## config.mk

```make
export PLATFORM = sky130hd
export DESIGN_NAME = xfade_mux
export DESIGN_NICKNAME = d
export VERILOG_FILES = /design/src/rtl/xfade_pkg.sv /design/src/rtl/xfade_mac.sv /design/src/rtl/xfade_mux.sv
export SDC_FILE = /design/constraint.sdc
export NUM_CORES = 1
export LEC_CHECK = 0
export ABC_CLOCK_PERIOD_IN_PS = 14700
export CORE_MARGIN = 2
export CORE_UTILIZATION = 60
export DETAILED_ROUTE_END_ITERATION = 10
export GPL_ROUTABILITY_DRIVEN = 0
export PLACE_DENSITY_LB_ADDON = 0.1
export SKIP_CTS_REPAIR_TIMING = 1
export SLEW_MARGIN = 0
export SYNTH_ARGS = -nofsm -noshare
export SYNTH_HDL_FRONTEND = slang
export SYNTH_HIERARCHICAL = 1
export SYNTH_SLANG_ARGS = --single-unit
```

## constraint.sdc

```tcl
create_clock -name Clk -period 14.7 [get_ports Clk]
set_clock_uncertainty 0.1 [all_clocks]
set_input_delay 1.47 -clock Clk [delete_from_list [all_inputs] [get_ports Clk]]
set_output_delay 1.47 -clock Clk [all_outputs]
set_load 0.02 [all_outputs]
```

## src/rtl/xfade_pkg.sv

```systemverilog
// Shared types and default sizing for the crossfading source selector.
package xfade_pkg;

  typedef enum logic {
    IDLE = 1'b0,
    FADE = 1'b1
  } state_t;

  localparam int DEF_WIDTH     = 16;
  localparam int DEF_CHANNELS  = 4;
  localparam int DEF_FADE_LOG2 = 6;

endpackage

```

## src/rtl/xfade_mac.sv

```systemverilog
// Combinational weighted sum (a*(N-k) + b*k) >>> FADE_LOG2 with floor rounding.
// Intermediates carry WIDTH+FADE_LOG2+2 signed bits, so the sum never overflows
// and the result is a convex combination that always fits back into WIDTH bits.
module xfade_mac #(
  parameter int WIDTH     = 16,
  parameter int FADE_LOG2 = 6
) (
  input  logic signed [WIDTH-1:0]     a,
  input  logic signed [WIDTH-1:0]     b,
  input  logic        [FADE_LOG2-1:0] k,
  output logic signed [WIDTH-1:0]     y
);

  localparam int IW = WIDTH + FADE_LOG2 + 2;
  localparam logic signed [IW-1:0] N_S = IW'(2 ** FADE_LOG2);

  // Divide by N with the arithmetic shift, i.e. floor toward negative infinity.
  function automatic logic signed [WIDTH-1:0] floor_div_n(input logic signed [IW-1:0] s);
    return WIDTH'(s >>> FADE_LOG2);
  endfunction

  logic signed [IW-1:0] a_x, b_x, w_a, w_b, sum;

  // Blend the two sources with complementary weights N-k and k.
  always_comb begin
    a_x = IW'(a);
    b_x = IW'(b);
    w_b = $signed({{(IW-FADE_LOG2){1'b0}}, k});
    w_a = N_S - w_b;
    sum = a_x * w_a + b_x * w_b;
    y   = floor_div_n(sum);
  end

endmodule

```

## src/rtl/xfade_mux.sv

```systemverilog
// Click-free source selector: switching sources crossfades over N = 2**FADE_LOG2
// samples. All state advances only on sample_valid; outputs are registered.
// Optional macro XFADE_MUX_MUTE_EN adds a mute input that fades to/from silence.
module xfade_mux
  import xfade_pkg::*;
#(
  parameter int WIDTH     = DEF_WIDTH,
  parameter int CHANNELS  = DEF_CHANNELS,
  parameter int FADE_LOG2 = DEF_FADE_LOG2,
  localparam int SEL_W    = $clog2(CHANNELS)
) (
  input  logic                      Clk,
  input  logic                      Reset_n,
  input  logic                      sample_valid,
  input  logic [CHANNELS*WIDTH-1:0] din,
  input  logic [SEL_W-1:0]          sel,
`ifdef XFADE_MUX_MUTE_EN
  input  logic                      mute,
`endif
  output logic signed [WIDTH-1:0]   dout,
  output logic                      dout_valid,
  output logic                      busy,
  output logic [SEL_W-1:0]          active_sel
);

  localparam logic [FADE_LOG2-1:0] K_LAST = '1;
  localparam logic [FADE_LOG2-1:0] K_ONE  = FADE_LOG2'(1);

  state_t                  state_q, state_d;
  logic [FADE_LOG2-1:0]    k_q, k_d;
  logic [SEL_W-1:0]        target_q, target_d;
  logic [SEL_W-1:0]        active_sel_q, active_sel_d;
  logic signed [WIDTH-1:0] dout_q, dout_d;
  logic                    dout_valid_q, dout_valid_d;
  logic                    busy_q, busy_d;
  logic signed [WIDTH-1:0] ch_a, ch_b, mac_a, mac_b, mac_y;
  logic                    sel_ok;

  // k is 0 whenever the FSM is idle, so the blend then passes source a straight
  // through; this also yields the k=0 value on the sample that starts a fade.
  assign ch_a   = din[active_sel_q*WIDTH +: WIDTH];
  assign ch_b   = din[target_q*WIDTH +: WIDTH];
  assign sel_ok = int'(sel) < CHANNELS;

`ifdef XFADE_MUX_MUTE_EN
  // muted_q is the fully applied mute state; tmute_q is where the fade ends.
  logic muted_q, muted_d, tmute_q, tmute_d;
  assign mac_a = muted_q ? '0 : ch_a;
  assign mac_b = tmute_q ? '0 : ch_b;
`else
  assign mac_a = ch_a;
  assign mac_b = ch_b;
`endif

  xfade_mac #(
    .WIDTH    (WIDTH),
    .FADE_LOG2(FADE_LOG2)
  ) u_mac (
    .a(mac_a),
    .b(mac_b),
    .k(k_q),
    .y(mac_y)
  );

  // Next-state logic: fade start/advance/finish, evaluated only on a sample strobe.
  always_comb begin
    state_d      = state_q;
    k_d          = k_q;
    target_d     = target_q;
    active_sel_d = active_sel_q;
    dout_d       = dout_q;
    busy_d       = busy_q;
    dout_valid_d = sample_valid;
`ifdef XFADE_MUX_MUTE_EN
    muted_d      = muted_q;
    tmute_d      = tmute_q;
`endif
    if (sample_valid) begin
      dout_d = mac_y;
      case (state_q)
        IDLE: begin
`ifdef XFADE_MUX_MUTE_EN
          // A mute edge fades the current source toward/away from silence.
          if (mute != muted_q) begin
            tmute_d  = mute;
            target_d = active_sel_q;
            state_d  = FADE;
            k_d      = K_ONE;
          end else
`endif
          if (sel != active_sel_q && sel_ok) begin
            target_d = sel;
            state_d  = FADE;
            k_d      = K_ONE;
          end
        end
        FADE: begin
          // Requests arriving mid-fade are ignored; they are re-evaluated in IDLE.
          if (k_q == K_LAST) begin
            state_d      = IDLE;
            k_d          = '0;
            active_sel_d = target_q;
`ifdef XFADE_MUX_MUTE_EN
            muted_d      = tmute_q;
`endif
          end else begin
            k_d = k_q + K_ONE;
          end
        end
        default: state_d = IDLE;
      endcase
      busy_d = (state_d == FADE);
    end
  end

  // State and output registers with asynchronous clear.
  always_ff @(posedge Clk or negedge Reset_n) begin
    if (!Reset_n) begin
      state_q      <= IDLE;
      k_q          <= '0;
      target_q     <= '0;
      active_sel_q <= '0;
      dout_q       <= '0;
      dout_valid_q <= 1'b0;
      busy_q       <= 1'b0;
`ifdef XFADE_MUX_MUTE_EN
      muted_q      <= 1'b0;
      tmute_q      <= 1'b0;
`endif
    end else begin
      state_q      <= state_d;
      k_q          <= k_d;
      target_q     <= target_d;
      active_sel_q <= active_sel_d;
      dout_q       <= dout_d;
      dout_valid_q <= dout_valid_d;
      busy_q       <= busy_d;
`ifdef XFADE_MUX_MUTE_EN
      muted_q      <= muted_d;
      tmute_q      <= tmute_d;
`endif
    end
  end

  assign dout       = dout_q;
  assign dout_valid = dout_valid_q;
  assign busy       = busy_q;
  assign active_sel = active_sel_q;

endmodule

```

==> impl_metrics.tcl, run 1 <==
set metrics [dict create \
    die_x_um 128 \
    critical_path.top_delay_family "adder cells" \
    drcViolationCount 0 \
    floorplan.rows 45 \
    initial_core_util_pct 60.7 \
    antenna_found_initial 0 \
    clock_sinks 28 \
    grt_start_max_net_pins 34 \
    synth-edff-count 0 \
    drive_gt1_share_pct 7.73 \
    netlist_instances 906 \
    worst_setup_hold_path_clk_slew_ns 0.07 \
    avgViaCountPerCell 5.44 \
    path_cells "clkdlybuf4s50_1 > mux4_1 > and2_1 > fa_1 > inv_1 > fa_1 > inv_1 > fa_1 > fa_1 > fa_1 > inv_1 > fa_1 > inv_1 > ha_1 > or3_4 > a2111oi_4 > a21oi_1 > o41a_1 > a221oi_2 > xnor2_1 > mux2_2" \
    cpMostUsedCell "fa_1" \
    mostFrequentLayoutCells "inv_1 (211), fa_1 (179), and2_1 (160)" \
    clock_tree.htree_level_count 1 \
    worst_slew_margin_relative_to_its_limit_pct 18.6 \
    clk_latency_ns 0.26 \
    critPathMaxFanout 7 \
    slowest_delay_ns 0.64 \
    final_nets 1302 \
    setup.worst_path.class "in -> reg" \
    core_region_area_um2 15100 \
    end_kind "flip-flop" \
    layout_min_cycle_time_ns 8.23 \
    worst_pin_slew_ns 1.21 \
    setup_viol 0 \
    max_clock_freq_mhz 121 \
    chip_height_um 128 \
    synth_nets 1224 \
    min_path_type "reg -> reg" \
    yosysUniqueCellTypes 54 \
    max-clock-path-buffers 2 \
    cts-buffers-inserted 3 \
    clock_root_cell "clkbuf_16" \
    numPortBuffers 88 \
    synthesis.area_um2 9170 \
    crit_required_ns 14.75 \
    synth_ff_type "dfrtp_1" \
    leading_cell_type_in_the_layout_fill_and_taps_excluded "inv_1" \
    hpwl_um 17600 \
    design.die.area_um2 16300 \
    drt_pass1_iterations 5 \
    arrival_time_of_the_worst_setup_path_ns 8.28 \
    ys_async_sr_fraction_pct 100 \
    cts_tree "built" \
    outcome "complete, no violations" \
    max_cap_viol_count 0 \
    ioPinCount 89 \
    netlist.area_leader.share_pct 39.1 \
    finalSetupTns_ns 0 \
    setup_repair_after_global_routing_missed_its_margin "no" \
    postSynthRegisterBits 28 \
    setup.worst_path.start_class "primary input" \
    globalRouteTotalUtil_pct 28.5 \
    timing_hold_violations_final 0 \
    syn_avg_cell_area_um2 10.1 \
    timing.critical_path.buf_inv 5 \
    min_period_over_period_pct 56.0 \
    critical_path.slowest_cell "mux4_1" \
    first_global_vias 6980 \
    via_count 6378 \
    synth.largest_area_cell "fa_1" \
    ys_top_cells_by_area "fa_1 (39%), and2_1 (11%), ha_1 (9.6%), inv_1 (8.6%), dfrtp_1 (7.6%)" \
    finalMaxSlewViolations 0 \
    grt_pass1_wl_um 35700 \
    remaining_global_route_overflow 0 \
    routed_wirelength_um 21100 \
    detail-route-antenna-nets 0 \
    area_delta_synth_final_pct 12.9 \
    yosysSeqAreaShare_pct 7.64 \
    yosysWarningCount 6 \
    route.detailed.wl_per_inst_um 18.0 \
    drt_first_iter_violations 273 \
]
==> layout make-up <==
type / instances / area, um2
diodes: 1 / 2.50
clock buffers: 4 / 88.8
fillers: 1190 / 4740
inverters: 211 / 792
multi-input cells: 638 / 7540
flip-flops and latches: 28 / 701
repair buffers: 102 / 986
well taps: 188 / 235
==> sequential cells by signal, summed over array words and instances, names as in the netlist <==
signal and cells:
active_sel 2, busy 1, target_q 2, dout 16, dout_valid 1, k_q 6
==> cell usage after synthesis, drive strengths merged (2+ instances only) <==
cell type / number
inv: 211
fa: 179
and2: 160
ha: 70
nand2: 56
mux4: 32
dfrtp: 28
clkbuf: 21
xnor2: 21
mux2: 20
xor2: 13
a21oi: 12
nor2: 10
buf: 8
o21ai: 7
nand3: 6
a21o: 5
nor3: 5
and3: 4
nor2b: 4
o21a: 3
a211oi: 2
a221oi: 2
a31oi: 2
nand2b: 2
nand4: 2
nor3b: 2
o21bai: 2
o31ai: 2
==> layer usage <==
| layer | up-vias | track usage, % | routed length, um |
|---|---|---|---|
| met5 | - | 0 | 0 |
| met2 | 162 | 48.4 | 10500 |
| li1 | 2938 | - | - |
| met1 | 3244 | 39.3 | 9110 |
| met3 | 34 | 4.15 | 1110 |
| met4 | 0 | 6.53 | 461 |
==> worst reg2reg max path, delay by kind of cell, from the launching register on <==
kind                     cells  cell delay (ns)
adder cells (fa/ha/maj)      7             3.09
AO/OA/AOI/OAI                4             1.23
AND/OR/NAND/NOR              4             1.06
XOR/XNOR                     2             1.06
flip-flops                   1             1.02
multiplexers                 1             0.27
buffers and inverters        4             0.26
==> stage by stage <==
step                setup slack, ns  cell area [um2]  util, %  std cells  hold slack, ns
floorplan                      6.97             9170        -        906           0.391
global placement               6.31            10300     68.0       1167           0.391
detailed placement             6.18            10300     68.0       1167           0.395
CTS                            6.45            10300     68.5       1171           0.415
global route                   6.12            10300     68.5       1171           0.427
finish                         6.47            10300     68.6       1172           0.409
==> path summary, 6_finish.rpt <==
| check | slack [ns] | endpoint | cells after the start | startpoint |
|---|---|---|---|---|
| worst max register to register | 6.50 | dout[15] | 22 | k_q[1] |
| worst min register to register | 0.41 | dout[3] | 1 | dout[3] |
| worst max-delay path | 6.47 | dout[15] | 21 | din[39] |
| worst min-delay path | 0.41 | dout[3] | 1 | dout[3] |
| max in group asynchronous | 12.76 | dout[2] | 2 | Reset_n |
| min in group asynchronous | 1.48 | busy | 2 | Reset_n |
==> kinds of logic (layout without fill, tap and decap cells) <==
kind of cell / after synthesis / in the layout / synth area share (%)
AO/OA/AOI/OAI: 48 / 48 / 3.92
XOR/XNOR: 35 / 35 / 3.66
adder cells (fa/ha/maj): 249 / 249 / 48.6
buffers and inverters: 240 / 317 / 10.1
flip-flops: 28 / 28 / 7.64
multiplexers: 52 / 52 / 10.4
other: 0 / 1 / 0
AND/OR/NAND/NOR: 254 / 254 / 15.6
Power of run 1 is not shown: default switching activity piles up to over one toggle a cycle in this logic, so the estimate is an artifact.
==> inputs of run 2 (changes only) <==
- ABC_CLOCK_PERIOD_IN_PS: 14700 -> 7100
- CORE_UTILIZATION: 60 -> 55
- clock period: 14.7 -> 7.1 ns (I/O delays scaled with it)
==> impl_metrics.tcl, run 2 (synthesized netlist as in run 1, its figures left out) <==
set metrics [dict create \
    cts_tree "built" \
    grt_pass1_wl_um 37000 \
    floorplan.rows 47 \
    placed_cells 1262 \
    ioPinCount 89 \
    avgViaCountPerCell 5.22 \
    setup_repair_after_global_routing_missed_its_margin "yes" \
    mostFrequentLayoutCells "inv_1 (205), fa_1 (179), and2_1 (149)" \
    design.die.area_um2 17700 \
    max_clock_freq_mhz 141 \
    setup_ws_ns -0.00253 \
    die_x_um 133 \
    setup_viol 1 \
    leading_cell_type_in_the_layout_fill_and_taps_excluded "inv_1" \
    cpMostUsedCell "fa_1" \
    pre_cts_slack_ns -0.506 \
    finalSetupTns_ns -0.00253 \
    crit_required_ns 7.14 \
    detail-route-antenna-nets 0 \
    drive_gt1_share_pct 18.3 \
    chip_height_um 133 \
    largest_reg_flops 16 \
    numPortBuffers 88 \
    grt_start_max_net_pins 39 \
    routed_wirelength_um 22700 \
    finalMaxSlewViolations 0 \
    first_global_vias 7082 \
    fin_area_um2 11300 \
    end_kind "flip-flop" \
    route.detailed.wl_per_inst_um 17.6 \
    core_region_area_um2 16400 \
    failed_checks "setup timing" \
    filler_cell_count 1302 \
    clock_sinks 28 \
    drt_pass1_iterations 4 \
    timing_hold_violations_final 0 \
    critPathMaxFanout 3 \
    drt_first_iter_violations 343 \
    clock_tree.htree_level_count 1 \
    critical_path.slowest_cell "fa_1" \
    outcome "finished, violations left" \
    setup.worst_path.start_class "primary input" \
    hpwl_um 19100 \
    layout_min_cycle_time_ns 7.10 \
    area_delta_synth_final_pct 22.9 \
    clock_root_cell "clkbuf_16" \
    initial_core_util_pct 55.9 \
    globalRouteTotalUtil_pct 26.8 \
    rr_startpoint "k_q[0]" \
    path_cells "clkdlybuf4s50_1 > mux4_2 > and2_4 > fa_1 > inv_2 > fa_1 > inv_1 > fa_1 > fa_1 > fa_1 > fa_1 > ha_1 > a21o_2 > a2111oi_4 > a21oi_2 > o41a_1 > buf_4 > buf_4 > xor2_1 > mux2_2" \
    worst_slew_margin_relative_to_its_limit_pct 32.0 \
    drcViolationCount 0 \
    setup.worst_path.class "in -> reg" \
    insertedDiodeCount 0 \
    worst_setup_path_startpoint "din[50]" \
    cts-buffers-inserted 3 \
    max_cap_viol_count 0 \
    antenna_found_initial 0 \
    launch_instance_of_the_worst_min_delay_path "dout[6]" \
    remaining_global_route_overflow 0 \
    final_nets 1389 \
    via_count 6729 \
    slowest_delay_ns 0.63 \
    dpl-instance-area_um2 10800 \
    clk_latency_ns 0.26 \
    fin_cells 1290 \
    min_path_type "reg -> reg" \
    max-clock-path-buffers 2 \
    critical_path.top_delay_family "adder cells" \
    min_period_over_period_pct 100 \
    worst_pin_slew_ns 1.02 \
    timing.critical_path.buf_inv 5 \
    arrival_time_of_the_worst_setup_path_ns 7.15 \
    worst_setup_hold_path_clk_slew_ns 0.06 \
]
[run 2: cell types whose count changed in the layout (fill, tap and decap cells not counted), moves of 7 or more]
| cell | delta |
|---|---|
| and2_1 | -11 |
| and2_4 | +11 |
| buf_4 | +78 |
| buf_6 | +7 |
| clkdlybuf4s50_1 | -21 |
| dlymetal6s2s_1 | +21 |
[run 2: metrics by stage]
step,hold slack [ns],util (%)
after floorplan,0.314,-
after global placement,0.389,65.8
after detailed placement,0.396,65.8
after CTS,0.414,66.3
after global routing,0.425,68.6
final,0.410,68.6
[run 2: layer usage]
layer / vias to the layer above / routed length (um) / GRT usage (%)
met5: - / 0 / 0
met4: 0 / 454 / 4.20
met3: 28 / 1290 / 4.30
met2: 176 / 11300 / 46.7
met1: 3418 / 9590 / 36.6
li1: 3107 / - / -
[run 2: cell type report]
type | instances | area [um2] | area share [%]
Clock buffer | 4 | 88.8 | 0.789
Inverter | 211 | 792 | 7.03
Multi-Input combinational cell | 638 | 7660 | 68.1
Sequential cell | 28 | 703 | 6.24
Tap cell | 220 | 275 | 2.44
Timing Repair Buffer | 189 | 1740 | 15.4
[run 2: final timing paths]
path / to / slack (ns) / cells after the start
max in group asynchronous: k_q[1] / 5.89 / 2
min reg2reg: dout[6] / 0.41 / 1
max reg2reg: dout[11] / 0.02 / 23
max: dout[11] / -0.003 / 20
min in group asynchronous: active_sel[0] / 0.72 / 2
min: dout[6] / 0.41 / 1
Power of run 2 is left out for the same reason.
